File: src/rtl/uart_sched_pkg.sv
// Shared state encoding, flag-register bit position and default register map
// for the UART transmit scheduler.
package uart_sched_pkg;

  typedef enum logic [2:0] {
    S_IDLE,
    S_POLL_REQ,
    S_POLL_WAIT,
    S_WR_REQ,
    S_WR_WAIT,
    S_DONE
  } state_t;

  localparam int unsigned FR_TXFF_BIT   = 5;
  localparam logic [31:0] UART_BASE_DEF = 32'h1600_0000;
  localparam logic [15:0] FR_OFFSET_DEF = 16'h0018;
  localparam logic [15:0] DR_OFFSET_DEF = 16'h0000;

endpackage

File: src/rtl/rr_arbiter.sv
// Combinational round-robin arbiter: the search starts at the index after
// last_grant and wraps; returns a one-hot grant plus its binary index.
module rr_arbiter #(
  parameter int unsigned N = 4,
  localparam int unsigned IW = $clog2(N)
) (
  input  logic [N-1:0]  req,
  input  logic [IW-1:0] last_grant,
  output logic [N-1:0]  grant,
  output logic [IW-1:0] index
);

  logic          found;
  logic [IW-1:0] k;

  always_comb begin
    grant = '0;
    index = '0;
    found = 1'b0;
    k     = '0;
    for (int unsigned s = 1; s <= N; s++) begin
      k = IW'((32'(last_grant) + s) % N);
      if (!found && req[k]) begin
        found    = 1'b1;
        grant[k] = 1'b1;
        index    = k;
      end
    end
  end

endmodule

File: src/rtl/uart_tx_sched.sv
// Round-robin transmit scheduler sharing one UART among N_REQ byte producers
// via Wishbone. Optional macro UART_SCHED_PRIO_EN makes requester 0 strict high priority.
module uart_tx_sched
  import uart_sched_pkg::*;
#(
  parameter int unsigned N_REQ     = 4,
  parameter logic [31:0] UART_BASE = UART_BASE_DEF,
  parameter logic [15:0] FR_OFFSET = FR_OFFSET_DEF,
  parameter logic [15:0] DR_OFFSET = DR_OFFSET_DEF
) (
  input  logic               i_clk,
  input  logic               i_rst_n,
  input  logic [N_REQ-1:0]   i_req_valid,
  input  logic [8*N_REQ-1:0] i_req_data,
  output logic [N_REQ-1:0]   o_req_ack,
  output logic [31:0]        o_wb_adr,
  output logic [3:0]         o_wb_sel,
  output logic               o_wb_we,
  output logic [31:0]        o_wb_dat,
  output logic               o_wb_cyc,
  output logic               o_wb_stb,
  input  logic [31:0]        i_wb_dat,
  input  logic               i_wb_ack,
  input  logic               i_wb_err,
  output logic               o_busy
);

  localparam int unsigned IW      = $clog2(N_REQ);
  localparam logic [31:0] FR_ADDR = UART_BASE + {16'd0, FR_OFFSET};
  localparam logic [31:0] DR_ADDR = UART_BASE + {16'd0, DR_OFFSET};

  state_t           state;
  logic             gap;
  logic [IW-1:0]    last_grant, winner, arb_idx, sel_idx;
  logic [N_REQ-1:0] arb_req, arb_grant, sel_oh, win_oh;
  logic [7:0]       byte_q;
  logic             unused_dat;

  assign unused_dat = ^{i_wb_dat[31:FR_TXFF_BIT+1], i_wb_dat[FR_TXFF_BIT-1:0]};
  assign o_wb_sel   = 4'hf;
  assign o_busy     = (state != S_IDLE);

`ifdef UART_SCHED_PRIO_EN
  // Requester 0 bypasses the rotation; the arbiter only sees the others.
  assign arb_req = {i_req_valid[N_REQ-1:1], 1'b0};
  assign sel_idx = i_req_valid[0] ? '0 : arb_idx;
  assign sel_oh  = i_req_valid[0] ? N_REQ'(1) : arb_grant;
`else
  assign arb_req = i_req_valid;
  assign sel_idx = arb_idx;
  assign sel_oh  = arb_grant;
`endif

  rr_arbiter #(.N(N_REQ)) u_arb (
    .req        (arb_req),
    .last_grant (last_grant),
    .grant      (arb_grant),
    .index      (arb_idx)
  );

  // Bus outputs are loaded on the transition into each state so they are
  // registered and already valid during that state's first cycle.
  always_ff @(posedge i_clk or negedge i_rst_n) begin
    if (!i_rst_n) begin
      state      <= S_IDLE;
      gap        <= 1'b0;
      last_grant <= IW'(N_REQ - 1);
      winner     <= '0;
      win_oh     <= '0;
      byte_q     <= '0;
      o_req_ack  <= '0;
      o_wb_adr   <= '0;
      o_wb_dat   <= '0;
      o_wb_we    <= 1'b0;
      o_wb_cyc   <= 1'b0;
      o_wb_stb   <= 1'b0;
    end else begin
      o_req_ack <= '0;
      case (state)
        S_IDLE: begin
          if (|i_req_valid) begin
            winner   <= sel_idx;
            win_oh   <= sel_oh;
            byte_q   <= i_req_data[8*sel_idx +: 8];
            o_wb_cyc <= 1'b1;
            o_wb_stb <= 1'b1;
            o_wb_we  <= 1'b0;
            o_wb_adr <= FR_ADDR;
            state    <= S_POLL_REQ;
          end
        end
        S_POLL_REQ: state <= S_POLL_WAIT;
        S_POLL_WAIT: begin
          // A failed poll idles the bus for one cycle (gap) before re-polling.
          if (gap) begin
            gap      <= 1'b0;
            o_wb_cyc <= 1'b1;
            o_wb_stb <= 1'b1;
            state    <= S_POLL_REQ;
          end else if (i_wb_err || (i_wb_ack && i_wb_dat[FR_TXFF_BIT])) begin
            o_wb_cyc <= 1'b0;
            o_wb_stb <= 1'b0;
            gap      <= 1'b1;
          end else if (i_wb_ack) begin
            o_wb_we  <= 1'b1;
            o_wb_adr <= DR_ADDR;
            o_wb_dat <= {24'd0, byte_q};
            state    <= S_WR_REQ;
          end
        end
        S_WR_REQ: state <= S_WR_WAIT;
        S_WR_WAIT: begin
          if (i_wb_err) begin
            o_wb_we  <= 1'b0;
            o_wb_adr <= FR_ADDR;
            state    <= S_POLL_REQ;
          end else if (i_wb_ack) begin
            o_wb_cyc  <= 1'b0;
            o_wb_stb  <= 1'b0;
            o_wb_we   <= 1'b0;
            o_req_ack <= win_oh;
            state     <= S_DONE;
          end
        end
        S_DONE: begin
`ifdef UART_SCHED_PRIO_EN
          if (winner != '0) last_grant <= winner;
`else
          last_grant <= winner;
`endif
          state <= S_IDLE;
        end
        default: state <= S_IDLE;
      endcase
    end
  end

endmodule

File: config.mk
export PLATFORM = sky130hd
export DESIGN_NAME = uart_tx_sched
export DESIGN_NICKNAME = d
export VERILOG_FILES = /design/src/rtl/uart_sched_pkg.sv /design/src/rtl/rr_arbiter.sv /design/src/rtl/uart_tx_sched.sv
export SDC_FILE = /design/constraint.sdc
export NUM_CORES = 1
export LEC_CHECK = 0
export BUFFER_PORTS_ARGS = -buffer_cell sky130_fd_sc_hd__buf_4
export CAP_MARGIN = 5
export CORE_ASPECT_RATIO = 1.5
export CORE_MARGIN = 5
export CORE_UTILIZATION = 41
export CTS_CLUSTER_SIZE = 14
export DETAILED_ROUTE_END_ITERATION = 16
export GPL_TIMING_DRIVEN = 0
export PLACE_DENSITY = 0.83
export SKIP_LAST_GASP = 1
export SLEW_MARGIN = 25
export SYNTH_ARGS = -nofsm -noshare
export SYNTH_HDL_FRONTEND = slang
export SYNTH_HIERARCHICAL = 1
export SYNTH_SLANG_ARGS = --single-unit
export TNS_END_PERCENT = 100
File: constraint.sdc
create_clock -name i_clk -period 3.15 [get_ports i_clk]
set_input_delay 0.315 -clock i_clk [delete_from_list [all_inputs] [get_ports i_clk]]
set_output_delay 0.315 -clock i_clk [all_outputs]
set_load 0.02 [all_outputs]
# Word level (Yosys, flattened, before mapping)

Cells that the tools add are included.

Equal/unequal tests: 16
Bitwise operators: 5
$lt $le $gt $ge: 8
Reduce and logical (&&, ||, !) cells: 22
Shifts and indexed selects: 1
Add/sub/neg operators: 4
Muxes and demuxes: 57

Operator list:

| cell                | number |
|---|---|
| $mux 32             | 5 |
| $pmux 32 s3         | 1 |
| $shiftx 32x6->8     | 1 |
| $mux 4              | 7 |
| $mux 1              | 23 |
| $mux 3              | 6 |
| $pmux 3 s5          | 1 |
| $ne 2x2->1 const B  | 7 |
| $lt 2x3->1 const B  | 4 |
| $ne 3x3->1 const B  | 4 |
| $or 4x4->4          | 3 |
| $reduce_and 6->1    | 2 |
| $bmux 1 s2          | 4 |
| $demux 1 s2         | 4 |
| $ge 2x1->1 const B  | 4 |
| $logic_and 1x1->1   | 8 |
| $mux 2              | 4 |
| $reduce_and 4->1    | 2 |
| $eq 3x2->1 const B  | 2 |
| $eq 3x3->1 const B  | 2 |
| $pmux 1 s3          | 2 |
| $reduce_bool 3->1   | 2 |
| $reduce_and 5->1    | 1 |
| $add 2x1->2 const B | 2 |
| other kinds (8)     | 12 |

Register bits after elaboration: 66
Input bits: 72
Logic and storage cells: 124

# Longest topological paths before layout

Depth in word-level cells: 14
Mapped depth: 11
Depth with buffers taken out: 8

# Modules after synthesis

The synthesis kept the hierarchy.

By module, submodules not included:

| module        | area each (um2) | cells an instance | times used |
|---|---|---|---|
| uart_tx_sched | 2102.0          | 173               | 1 |
| rr_arbiter    | 545.5           | 68                | 1 |

# Worst setup path after synthesis

Ideal clock, no wire load.

Kind: reg2reg
Start point: register last_grant[0]
End point: register byte_q[2]
Buffers on the path: 3
Setup slack: 0.000 ns
Clock period less this slack: 3.150 ns
Cell stages (with the launch flop): 12
Data arrival time: 3.025 ns
Cells stage by stage: dfstp_2 > buf_4 > inv_1 > ha_1 > buf_4 > nor2b_1 > a22oi_1 > o211ai_1 > a21oi_1 > clkbuf_1 > mux4_2 > mux2_2

Word-level cells in the longest chain between the ends: 14
Elaborated cells on any way between the ends: 26

RTL lines:

| what                         | line                 | source |
|---|---|---|
| start, declared              | uart_tx_sched.sv:34  | `logic [IW-1:0] last_grant, winner, arb_idx, sel_idx;` |
| start signal, assigned       | uart_tx_sched.sv:67  | `last_grant <= IW'(N_REQ - 1);` |
| start signal, assigned       | uart_tx_sched.sv:129 | `last_grant <= winner;` |
| $add 2x1->2                  | rr_arbiter.sv:22     | `k = IW'((32'(last_grant) + s) % N);` |
| $bmux 1 s2                   | rr_arbiter.sv:23     | `if (!found && req[k]) begin` |
| $mux 1 (implied by the code) | rr_arbiter.sv:23     |  |
| $mux 1                       | rr_arbiter.sv:23     |  |
| $logic_not 1->1              | rr_arbiter.sv:23     |  |
| $logic_and 1x1->1            | rr_arbiter.sv:23     |  |
| $mux 1                       | rr_arbiter.sv:23     |  |
| $logic_not 1->1              | rr_arbiter.sv:23     |  |
| $logic_and 1x1->1            | rr_arbiter.sv:23     |  |
| $mux 1                       | rr_arbiter.sv:23     |  |
| $logic_not 1->1              | rr_arbiter.sv:23     |  |
| $logic_and 1x1->1            | rr_arbiter.sv:23     |  |
| $mux 2 *                     | rr_arbiter.sv:23     |  |
| named net arb_idx[0]         | uart_tx_sched.sv:34  |  |
| $shiftx 32x6->8 *            | uart_tx_sched.sv:84  | `byte_q <= i_req_data[8*sel_idx +: 8];` |
| end signal, assigned         | uart_tx_sched.sv:84  |  |
| end, declared                | uart_tx_sched.sv:36  | `logic [7:0] byte_q;` |

Mark *: on every way through the listed nets, which the timed path passes. The rest lies on a longest branch. The select of a mux whose other input is x is not followed.
A chain may end at the register's enable or synchronous reset.

# Final worst setup path

Start point: register last_grant[0]
End point: register byte_q[3]

Same word-level chain as after synthesis.

==> reports/summary.txt <==
Core Rows -> 36
Initial antenna violation count -> 0
Initial Utilization -> 41.4%
Iter 0 DRT Violations -> 63
Final period utilization -> 94.9%
Post-DRT Antenna Nets -> 0
Vias per Instance -> 4.59
CORE AREA -> 0.00640 mm^2
Skew final -> 0.00456 ns
Routed WL -> 5820 um
GP Congestion -> 0.851
Critical-path maximum fanout -> 10
Average size of a mapped cell -> 11.0 um^2
FFs w/ async S/R, synth -> 100%
Fmax -> 0.334 GHz
I/O pins -> 148
Crit path capture type -> flop
Yosys top cell by area -> dfrtp_1
DRT Pass-1 Iters -> 4
Tmin final -> 2.99 ns
Leak -> 1.83 nW
EDFF count, synth -> 0
Status -> finished, final reports clean
I/O Buffers -> 61
Power Dens Cells -> 787 mW/mm^2
Final setup violation count -> 0
#FFs+latches synth -> 36
Area Overhead vs Synth -> 34.1%
Top_reg_cell synth -> dfrtp_1
Hold Path Class -> input pin to flop
Die height -> 108 um
Final hold viol count -> 0
Mapped Area -> 0.00265 mm^2
Vias -> 2033
Max-Slew Margin vs Limit -> 66.2%
CP Class -> flop to flop
Vias in the first global route -> 2002
Residual DRC count -> 0
Num Clock Sinks -> 36
Synth cell count leaders -> 62 x buf_4, 34 x dfrtp_1, 18 x mux2_2
Number of max-cap violations -> 0
Top cell type's share of synthesized area -> 32.1%
Inserted Clock Buffers -> 5
Root Driver -> clkbuf_8
Total GRT Usage -> 14.1%
TritonCTS clock tree -> built
Number of distinct library cells after synthesis -> 44
Die area -> 0.00820 mm^2
Register area share after synthesis -> 34.1%
RSZ-0062 raised after global routing -> no
DPL Wire Length -> 4670 um
WP data required -> 3.33 ns
First-pass GRT wire length -> 8960 um
Worst-Margin Slew -> 0.507 ns
Final net count -> 446
Antenna diode count -> 0
Die width -> 75.6 um
H-tree Lvls -> 2
CTS max path bufs -> 2
Max Slew Vio Count -> 0
Total power draw -> 0.00279 W
Share of layout cells above drive strength 1 -> 51.8%
Peak supply drop -> 0.000320 V
Largest net degree at the start of global routing -> 37
Gate Count Post-Synth -> 241
GRT overflow -> 0
Clk slew on worst S/H paths -> 0.07 ns
Layout Utilization -> 55.5%
Worst Path Arrival -> 3.17 ns
Worst skew pair latency -> 0.29 ns
Dominant cells by area after synthesis -> dfrtp_1 32%, buf_4 18%, mux4_2 8.5%
Drt wl/cell -> 13.1 um
Count leader, synth -> buf_4
Crit path launch type -> flop
Synth warnings -> 6
==> cell families after synthesis <==
group | count (synthesis) | share of synthesized area, %
buf+inv | 77 | 21.2
simple gates | 47 | 10.0
mux | 36 | 20.5
flops | 36 | 34.1
compound gates | 35 | 10.1
fa+ha+maj | 8 | 3.78
other cells | 2 | 0.284
==> state kept, by name (all words and copies together), names as in the netlist, 2 cells and up <==
signal      count
state           3
o_req_ack       4
win_oh          4
o_wb_dat        8
o_wb_adr        2
last_grant      2
winner          2
byte_q          8
==> power breakdown <==
part	internal, W	switching (W)	total [W]
registers	0.000658	0.000131	0.000789
clock network	0.000234	0.000167	0.000401
logic	0.000846	0.000759	0.00160
total	0.00174	0.00106	0.00279
==> critical path: stages, from the launching register on <==
cell and delay (ns):
dfstp_2 0.55, buf_4 0.16, inv_1 0.11, ha_1 0.30, buf_4 0.17, o21ai_0 0.25
o211ai_1 0.14, a21oi_1 0.19, buf_6 0.19, mux4_2 0.53, mux2_2 0.29
==> metrics by stage <==
step                      setup TNS [ns]  setup slack [ns]  instance area [um^2]  std cells  hold slack [ns]
after floorplan                        0          0.000397                  2850        294           0.0194
after global placement             -2.39            -0.314                  3400        431            0.283
after detailed placement           -2.71            -0.376                  3400        431            0.288
after CTS                              0             0.105                  3530        441            0.349
after global routing                   0           0.00365                  3550        443            0.365
final                                  0             0.160                  3550        443            0.359
==> layout by cell type (no fill, tap or decap), drive strengths merged, types with 4 or more instances in the layout <==
master	synthesis	final
dfrtp	34	34
o21ai	10	10
buf	69	134
clkbuf	1	5
mux2	25	25
inv	7	7
and2	4	4
a21oi	4	4
nor2	8	8
ha	8	8
mux4	10	10
a221o	4	4
nor2b	4	4
conb	2	55
nand2	13	13
==> area by class of cell <==
type | instances | area (um^2)
tap | 76 | 95.1
clock buffer | 5 | 68.8
multi-input combinational | 181 | 1380
inverter | 7 | 26.3
fill | 548 | 2850
buffer | 70 | 542
timing repair buffer | 65 | 490
clock inverter | 3 | 42.5
sequential | 36 | 903
==> path summary, 6_finish.rpt <==
kind,from,to,slack [ns],cells past startpoint
setup reg to reg,last_grant[0],byte_q[3],0.16,10
min in group asynchronous,i_rst_n,o_wb_dat[3],0.51,2
hold reg to reg,win_oh[2],o_req_ack[2],0.48,1
max in group asynchronous,i_rst_n,last_grant[0],2.29,2
hold / removal,i_wb_dat[5],state[0],0.36,4
setup / recovery,last_grant[0],byte_q[3],0.16,10
==> per-layer routing <==
layer	track usage [%]	up-vias	part of all wire (%)	wire (um)
met5	0	-	0	0
met1	16.4	951	37	2130
met2	25.0	85	55	3220
met3	2.33	10	5.7	333
li1	-	987	-	-
met4	5.63	0	2.3	132
==> what timing repair did <==
| item | in CTS | in global routing |
|---|---|---|
| gates cloned | 0 | 0 |
| gates resized for setup | 2 | 2 |
| hold buffers | 1 | 0 |
| endpoints found under the hold margin | 34 | 0 |
| buffers inserted | 1 | 2 |
| endpoints found under the setup margin | 8 | 8 |
(Power assumes the default switching activity.)
